**config.mk**
```make
export PLATFORM = sky130hd
export DESIGN_NAME = scaler_step_ctrl
export DESIGN_NICKNAME = d
export VERILOG_FILES = /design/src/rtl/scaler_step_ctrl.sv
export SDC_FILE = /design/constraint.sdc
export NUM_CORES = 1
export LEC_CHECK = 0
export CORE_ASPECT_RATIO = 0.6
export CORE_MARGIN = 2
export CORE_UTILIZATION = 40
export CTS_CLUSTER_DIAMETER = 150
export CTS_CLUSTER_SIZE = 16
export DETAILED_ROUTE_END_ITERATION = 6
export PLACE_DENSITY_LB_ADDON = 0.05
export SLEW_MARGIN = 15
export SYNTH_ARGS = -nofsm -noshare
export SYNTH_HDL_FRONTEND = slang
export SYNTH_SLANG_ARGS = --single-unit
```
**constraint.sdc**
```tcl
create_clock -name clk -period 2.5 [get_ports clk]
set_input_delay 0.625 -clock clk [delete_from_list [all_inputs] [get_ports clk]]
set_output_delay 0.625 -clock clk [all_outputs]
set_load 0.05 [all_outputs]
```
**src/rtl/scaler_step_ctrl.sv**
```systemverilog
// Horizontal scaler step sequencer: scale_step = in_width*PIXEL_STEP/out_width via a
// restoring divider, applied only at frame start. Option macro: SCALER_STEP_CTRL_ROUND_EN.
module scaler_step_ctrl #(
  parameter int PIXEL_STEP = 4096,
  parameter int WIDTH_BITS = 13,
  parameter int STEP_WIDTH = 16
) (
  input  logic                  clk,
  input  logic                  rst_n,
  input  logic                  cfg_valid,
  output logic                  cfg_ready,
  input  logic [WIDTH_BITS-1:0] cfg_in_width,
  input  logic [WIDTH_BITS-1:0] cfg_out_width,
  input  logic                  de_i,
  input  logic                  vs_i,
  output logic [STEP_WIDTH-1:0] scale_step,
  output logic                  step_upd,
  output logic                  busy,
  output logic                  err
);
  // state    | meaning
  // IDLE     | nothing pending; accepts config, ignores SOF
  // DIV      | one quotient bit per cycle, MSB first
  // WAIT_SOF | result pending until the next frame start

  localparam int LOG2_STEP = $clog2(PIXEL_STEP);
`ifdef SCALER_STEP_CTRL_ROUND_EN
  localparam int NUM_W = WIDTH_BITS + LOG2_STEP + 1;
`else
  localparam int NUM_W = WIDTH_BITS + LOG2_STEP;
`endif
  localparam int CNT_W = $clog2(NUM_W);
  localparam logic [STEP_WIDTH-1:0] STEP_RST = STEP_WIDTH'(PIXEL_STEP);

  typedef enum logic [1:0] {IDLE, DIV, WAIT_SOF} state_e;

  state_e                  state_q;
  logic [NUM_W-1:0]        num_q;
  logic [NUM_W-1:0]        quo_q;
  logic [WIDTH_BITS-1:0]   rem_q;
  logic [WIDTH_BITS-1:0]   out_w_q;
  logic [CNT_W-1:0]        cnt_q;
  logic [STEP_WIDTH-1:0]   pend_q;
  logic [STEP_WIDTH-1:0]   step_q;
  logic                    upd_q;
  logic                    err_q;

  logic                    accept;
  logic                    sof;
  logic [NUM_W-1:0]        num_init;
  logic [WIDTH_BITS:0]     rem_sh;
  logic [WIDTH_BITS:0]     rem_sub;
  logic                    q_bit;
  logic [WIDTH_BITS-1:0]   rem_d;
  logic [NUM_W-1:0]        quo_d;
  logic [STEP_WIDTH-1:0]   pend_d;
  logic                    sat_d;

  assign cfg_ready  = (state_q != DIV);
  assign busy       = (state_q != IDLE);
  assign accept     = cfg_valid && cfg_ready;
  assign sof        = de_i && vs_i;
  assign scale_step = step_q;
  assign step_upd   = upd_q;
  assign err        = err_q;

  always_comb begin
    num_init = NUM_W'({cfg_in_width, {LOG2_STEP{1'b0}}});
`ifdef SCALER_STEP_CTRL_ROUND_EN
    // Half the divisor added up front turns truncation into round-to-nearest.
    num_init = num_init + NUM_W'(cfg_out_width >> 1);
`endif
  end

  always_comb begin
    rem_sh  = {rem_q, num_q[NUM_W-1]};
    rem_sub = rem_sh - {1'b0, out_w_q};
    q_bit   = (rem_sh >= {1'b0, out_w_q});
    rem_d   = q_bit ? rem_sub[WIDTH_BITS-1:0] : rem_sh[WIDTH_BITS-1:0];
    quo_d   = {quo_q[NUM_W-2:0], q_bit};
    sat_d   = 1'b0;
    pend_d  = quo_d[STEP_WIDTH-1:0];
    if (|quo_d[NUM_W-1:STEP_WIDTH]) begin
      pend_d = '1;
      sat_d  = 1'b1;
    end else if (quo_d == '0) begin
      pend_d = STEP_WIDTH'(1);
      sat_d  = 1'b1;
    end
  end

  always_ff @(posedge clk) begin
    if (!rst_n) begin
      state_q <= IDLE;
      num_q   <= '0;
      quo_q   <= '0;
      rem_q   <= '0;
      out_w_q <= '0;
      cnt_q   <= '0;
      pend_q  <= '0;
      step_q  <= STEP_RST;
      upd_q   <= 1'b0;
      err_q   <= 1'b0;
    end else begin
      upd_q <= 1'b0;
      case (state_q)
        IDLE: ;
        DIV: begin
          num_q <= {num_q[NUM_W-2:0], 1'b0};
          rem_q <= rem_d;
          quo_q <= quo_d;
          cnt_q <= cnt_q - 1'b1;
          if (cnt_q == '0) begin
            pend_q  <= pend_d;
            err_q   <= sat_d;
            state_q <= WAIT_SOF;
          end
        end
        WAIT_SOF: begin
          if (sof) begin
            step_q  <= pend_q;
            upd_q   <= 1'b1;
            state_q <= IDLE;
          end
        end
        default: state_q <= IDLE;
      endcase
      // A new config overrides the state decision above (also when SOF hits the same edge).
      if (accept) begin
        out_w_q <= cfg_out_width;
        num_q   <= num_init;
        rem_q   <= '0;
        quo_q   <= '0;
        cnt_q   <= CNT_W'(NUM_W - 1);
        err_q   <= (cfg_out_width == '0);
        state_q <= (cfg_out_width == '0) ? IDLE : DIV;
      end
    end
  end

endmodule

```
After elaboration in Yosys (flattened, before gate mapping):

Cells that the tools add are included.

* add/sub/neg operators: 2
* multipliers: 0
* div/mod/pow operators: 0
* magnitude comparators: 1
* eq/ne operators: 6
* shift operators: 0
* muxes and demuxes: 18
* bitwise operators: 1
* reductions and logical operators: 16

Operators by type and width (count)
* 2-to-1 mux 25 bit: 2
* 2-to-1 mux 16 bit: 2
* logical NOT 25 bit: 1
* greater-or-equal comparator 14 x 13 -> 1 bit: 1
* logical NOT 13 bit: 1
* 2-to-1 mux 13 bit: 1
* subtractor 13 bit: 1
* 2-to-1 mux 5 bit: 2
* OR reduction 9 bit: 1
* AND reduction 2 bit: 4
* 2-to-1 mux 1 bit: 7
* 2-to-1 mux 2 bit: 3
* inequality test 3 bit, second input constant: 2
* one-hot mux 2 bit (3 select lines): 1
* nonzero test 2 bit: 3
* logical NOT 5 bit: 1
* subtractor 5 x 1 -> 5 bit, second input constant: 1
* AND reduction 3 bit: 1
* equality test 2 x 1 -> 1 bit, second input constant: 1
* equality test 2 bit, second input constant: 1
* logical AND 1 bit: 2
* logical NOT 2 bit: 1
* inequality test 2 x 1 -> 1 bit, second input constant: 1
* inequality test 2 bit, second input constant: 1
* 2 further kinds: 2

* register bits: 104
* bits in latches: 0
* RAM bits: 0
* bits in read-only memories: 0
* input port bits: 31
* output and inout bits: 20
* word-level logic and storage cells: 55
* memories kept: 0

Depth between registers and ports, before layout:

* depth in word-level cells: 7
* mapped depth: 11
* gate-level depth less buffers: 10

Worst setup path before layout:

No wires, ideal clock.

* kind: register -> register
* start point: reg num_q[24]
* end point: reg rem_q[12]
* library setup time: 0.076 ns
* arrival: 2.208 ns
* data required time: 2.424 ns
* slack: 0.216 ns
* stages on the path, launching flop included: 11
* path buffers: 0
* clock period less this slack: 2.284 ns
* path through: dfxtp_1 > inv_1 > ha_1 > fa_1 > nand2b_1 > a211oi_1 > o31ai_1 > nand2_2 > nand2_1 > or4_1 > o22ai_1

* cells in the longest elaborated chain, start to end: 2
* elaborated cells between the ends (all ways): 3
* classes of those cells: add/sub (1); order compare (1); mux (1)

RTL lines
* start, declared: RTL line 38 `logic [NUM_W-1:0] num_q;`
* start signal, assigned: RTL line 109 `num_q <= {num_q[NUM_W-2:0], 1'b0};`
* start signal, assigned: RTL line 131 `num_q <= num_init;`
* subtractor 13 bit / greater-or-equal comparator 14 x 13 -> 1 bit (equally long branches): RTL line 77, 78
* 2-to-1 mux 13 bit (*): RTL line 79 `rem_d = q_bit ? rem_sub[WIDTH_BITS-1:0] : rem_sh[WIDTH_BITS-1:0];`
* end signal, assigned: RTL line 110 `rem_q <= rem_d;`
* end, declared: RTL line 40 `logic [WIDTH_BITS-1:0] rem_q;`

Mark *: on every way between the ends. The rest lies on a longest branch, timed or not.
A chain may end at the register's enable or synchronous reset.

Final worst setup path:

* start point: reg state_q[1]
* end point: out busy

* cells in the longest elaborated chain, start to end: 1

RTL lines
* start, declared: RTL line 37 `state_e state_q;`
* start signal, assigned: RTL line 136 `state_q <= (cfg_out_width == '0) ? IDLE : DIV;`
* nonzero test 2 bit: RTL line 60 `assign busy = (state_q != IDLE);`
* end, declared: RTL line 18 `output logic busy,`

Every way passes these cells.

==> results.sh <==
export IMPL_worst_path_max_fanout=4
export IMPL_synth_cell_types=52
export IMPL_viasPerCell=5.10
export IMPL_timing_final_ws_setup_ns=0.134
export IMPL_switching_share_pct=31.6
export IMPL_netlist_instances=596
export IMPL_vias=4106
export IMPL_globalplace_congestion=0.873
export IMPL_final_common_cell="nand2_1"
export IMPL_worstPathCellList="or2_2 -> clkdlybuf4s50_1"
export IMPL_cts_tree="yes"
export IMPL_ios=51
export IMPL_cp_required_ns=1.88
export IMPL_final_cell_mix="129 x nand2_1, 104 x dfxtp_1, 71 x a21oi_1"
export IMPL_crit_type="reg -> out"
export IMPL_synth_nets=643
export IMPL_clkPwrFrac_pct=32.0
export IMPL_die_w_um=144
export IMPL_htreeDepth=3
export IMPL_setup_viol=0
export IMPL_combinationalPowerShare_pct=26.7
export IMPL_fin_skew_ns=0.00900
export IMPL_path_clk_slew_ns=0.07
export IMPL_drive_above_1_share_pct=8.06
export IMPL_syn_to_final_growth_pct=22.1
export IMPL_yosysSeqAreaShare_pct=44.0
export IMPL_dp_worst_setup_slack_ns=-0.0121
export IMPL_grt_max_degree=61
export IMPL_crit_path_end_kind="output pin"
export IMPL_clockBufferDepth=2
export IMPL_finalHoldViolations=0
export IMPL_die_y_um=88.3
export IMPL_seqPwrFrac_pct=41.3
export IMPL_max_freq_mhz=423
export IMPL_hold_buffers=0
export IMPL_internal_power_w=0.00303
export IMPL_antenna_found_initial=0
export IMPL_post_route_drc_count=0
export IMPL_hold_path_class="reg -> reg"
export IMPL_synth_area_sq_um=4730
export IMPL_synth_async_reset_ratio_pct=0
export IMPL_start_kind="register"
export IMPL_nNetsFinal=687
export IMPL_status="complete, no violations"
export IMPL_drtAntennaViolNets=0
export IMPL_p_sw_w=0.00140
export IMPL_slew_viol_final=0
export IMPL_insertedDiodeCount=0
export IMPL_fp_coreArea_sq_um=11400
export IMPL_start_util_pct=41.5
export IMPL_rows=30
export IMPL_synth_avg_cell_area_sq_um=7.94
export IMPL_synth_edf_count=0
export IMPL_yosysWarnings=0
export IMPL_min_period_ns=2.37
export IMPL_worst_slew_pin_slew_ns=0.649
export IMPL_dp_hpwl_mm=8.42
export IMPL_power_density_nw_per_um2=766
export IMPL_finalPower_w=0.00443
export IMPL_cts_root_buf="clkbuf_16"
export IMPL_drtIter0Drc=253
export IMPL_routed_wl_mm=12.0
export IMPL_max_cap_violations=0
export IMPL_cellLeakagePower_nw=2.10
export IMPL_grt_usage_pct=20.0
export IMPL_cp_arrival_ns=1.74
export IMPL_relSlewSlack_pct=55.6
export IMPL_ys_seq_elements=104
export IMPL_grt_ovfl_total=0
export IMPL_grt_pass1_wl_mm=19.9
export IMPL_critPathMaxStageDelay_ns=0.71
export IMPL_cts_made_buffers=9
export IMPL_portBuffers=50
export IMPL_drtPass1Iterations=5
export IMPL_grt_pass1_vias=3781
export IMPL_crit_slowest_cell="clkdlybuf4s50_1"
export IMPL_clk_latency_ns=0.34
export IMPL_wl_per_cell_um=15.0
export IMPL_ir_drop_mv=0.368
export IMPL_synth_ff_type="dfxtp_1"
export IMPL_hold_slack_ns=0.447
export IMPL_min_period_over_period_pct=94.6
export IMPL_post_route_util_pct=50.7
export IMPL_clock_sinks=104
export IMPL_die_area_sq_um=12800
==> logic make-up after synthesis <==
kind of cell    Yosys count  synth area share, %
fa+ha+maj                16                 4.39
flops                   104                 44.0
mux                      15                 3.17
buf+inv                  57                 4.78
xor+xnor                 10                 1.85
simple gates            264                 24.6
compound gates          130                 17.3
==> power by group through the flow <==
stage	Sequential [W]	Combinational, W	Clock, W
after global placement	0.00187	0.00112	0
after floorplan	0.00186	0.000828	0
after CTS	0.00183	0.00114	0.00146
after global routing	0.00184	0.00131	0.00153
after detailed placement	0.00187	0.00113	0
final	0.00183	0.00118	0.00142
==> through the flow <==
step / instances / TNS [ns] / cell area, sq um
final: 805 / 0 / 5780
after detailed placement: 789 / -0.0121 / 5450
after floorplan: 596 / 0 / 4730
after CTS: 805 / 0 / 5750
after global routing: 805 / -0.00411 / 5780
after global placement: 789 / 0 / 5450
==> worst max-delay path, delay by kind of cell, from the launching register on <==
kind	cells	cell delay, ns
simple gates	1	0.34
flops	1	0.35
buf+inv	1	0.71
==> cell type report <==
cell class / instances / area [sq um]
clock buffer: 10 / 229
clock inverter: 6 / 67.6
fill: 1109 / 5630
inverter: 21 / 78.8
multi-input combinational: 435 / 2470
sequential: 104 / 2080
tap: 160 / 200
timing repair buffer: 69 / 653
==> flip-flops by register name, indices dropped and copies added (netlist names) <==
signal,flops
step_upd,1
scale_step,16
state_q,2
cnt_q,5
pend_q,16
num_q,13
err,1
out_w_q,13
quo_q,24
rem_q,13
==> routing by layer <==
layer | vias up | track usage [%] | routed length [um]
met4 | 0 | 3.97 | 21
met2 | 78 | 27.2 | 4680
li1 | 2140 | - | -
met3 | 2 | 4.11 | 551
met5 | - | 0 | 0
met1 | 1886 | 32.0 | 6790
==> path summary, 6_finish.rpt <==
check             startpoint       endpoint  slack [ns]  cells past startpoint
hold / removal     pend_q[5]  scale_step[5]        0.45                      2
setup / recovery  state_q[1]           busy        0.13                      2
setup reg to reg  out_w_q[3]      rem_q[10]        0.13                      9
hold reg to reg    pend_q[5]  scale_step[5]        0.45                      2
==> cells in the mapped netlist (all sizes together) (4+ instances only) <==
cell type  instances  area [sq um]
a211oi            20           150
a21oi             74           382
buf                8          42.5
clkbuf            28           105
dfxtp            104          2080
ha                15           188
inv               20          75.1
mux2i             15           150
nand2            130           490
nand4              5          31.3
nor2              57           214
nor2b              5          31.3
nor3              39           200
nor4               6          37.5
o211ai             6          45.0
o21ai              9          48.8
xnor2              6          52.6
xor2               4          35.0
==> timing repair <==
item	4_1_cts	5_1_grt
pin swaps	0	3
resized for setup	1	6
buffers inserted	0	0
setup endpoints to repair	2	6
Power figures use the tool's default switching activity.
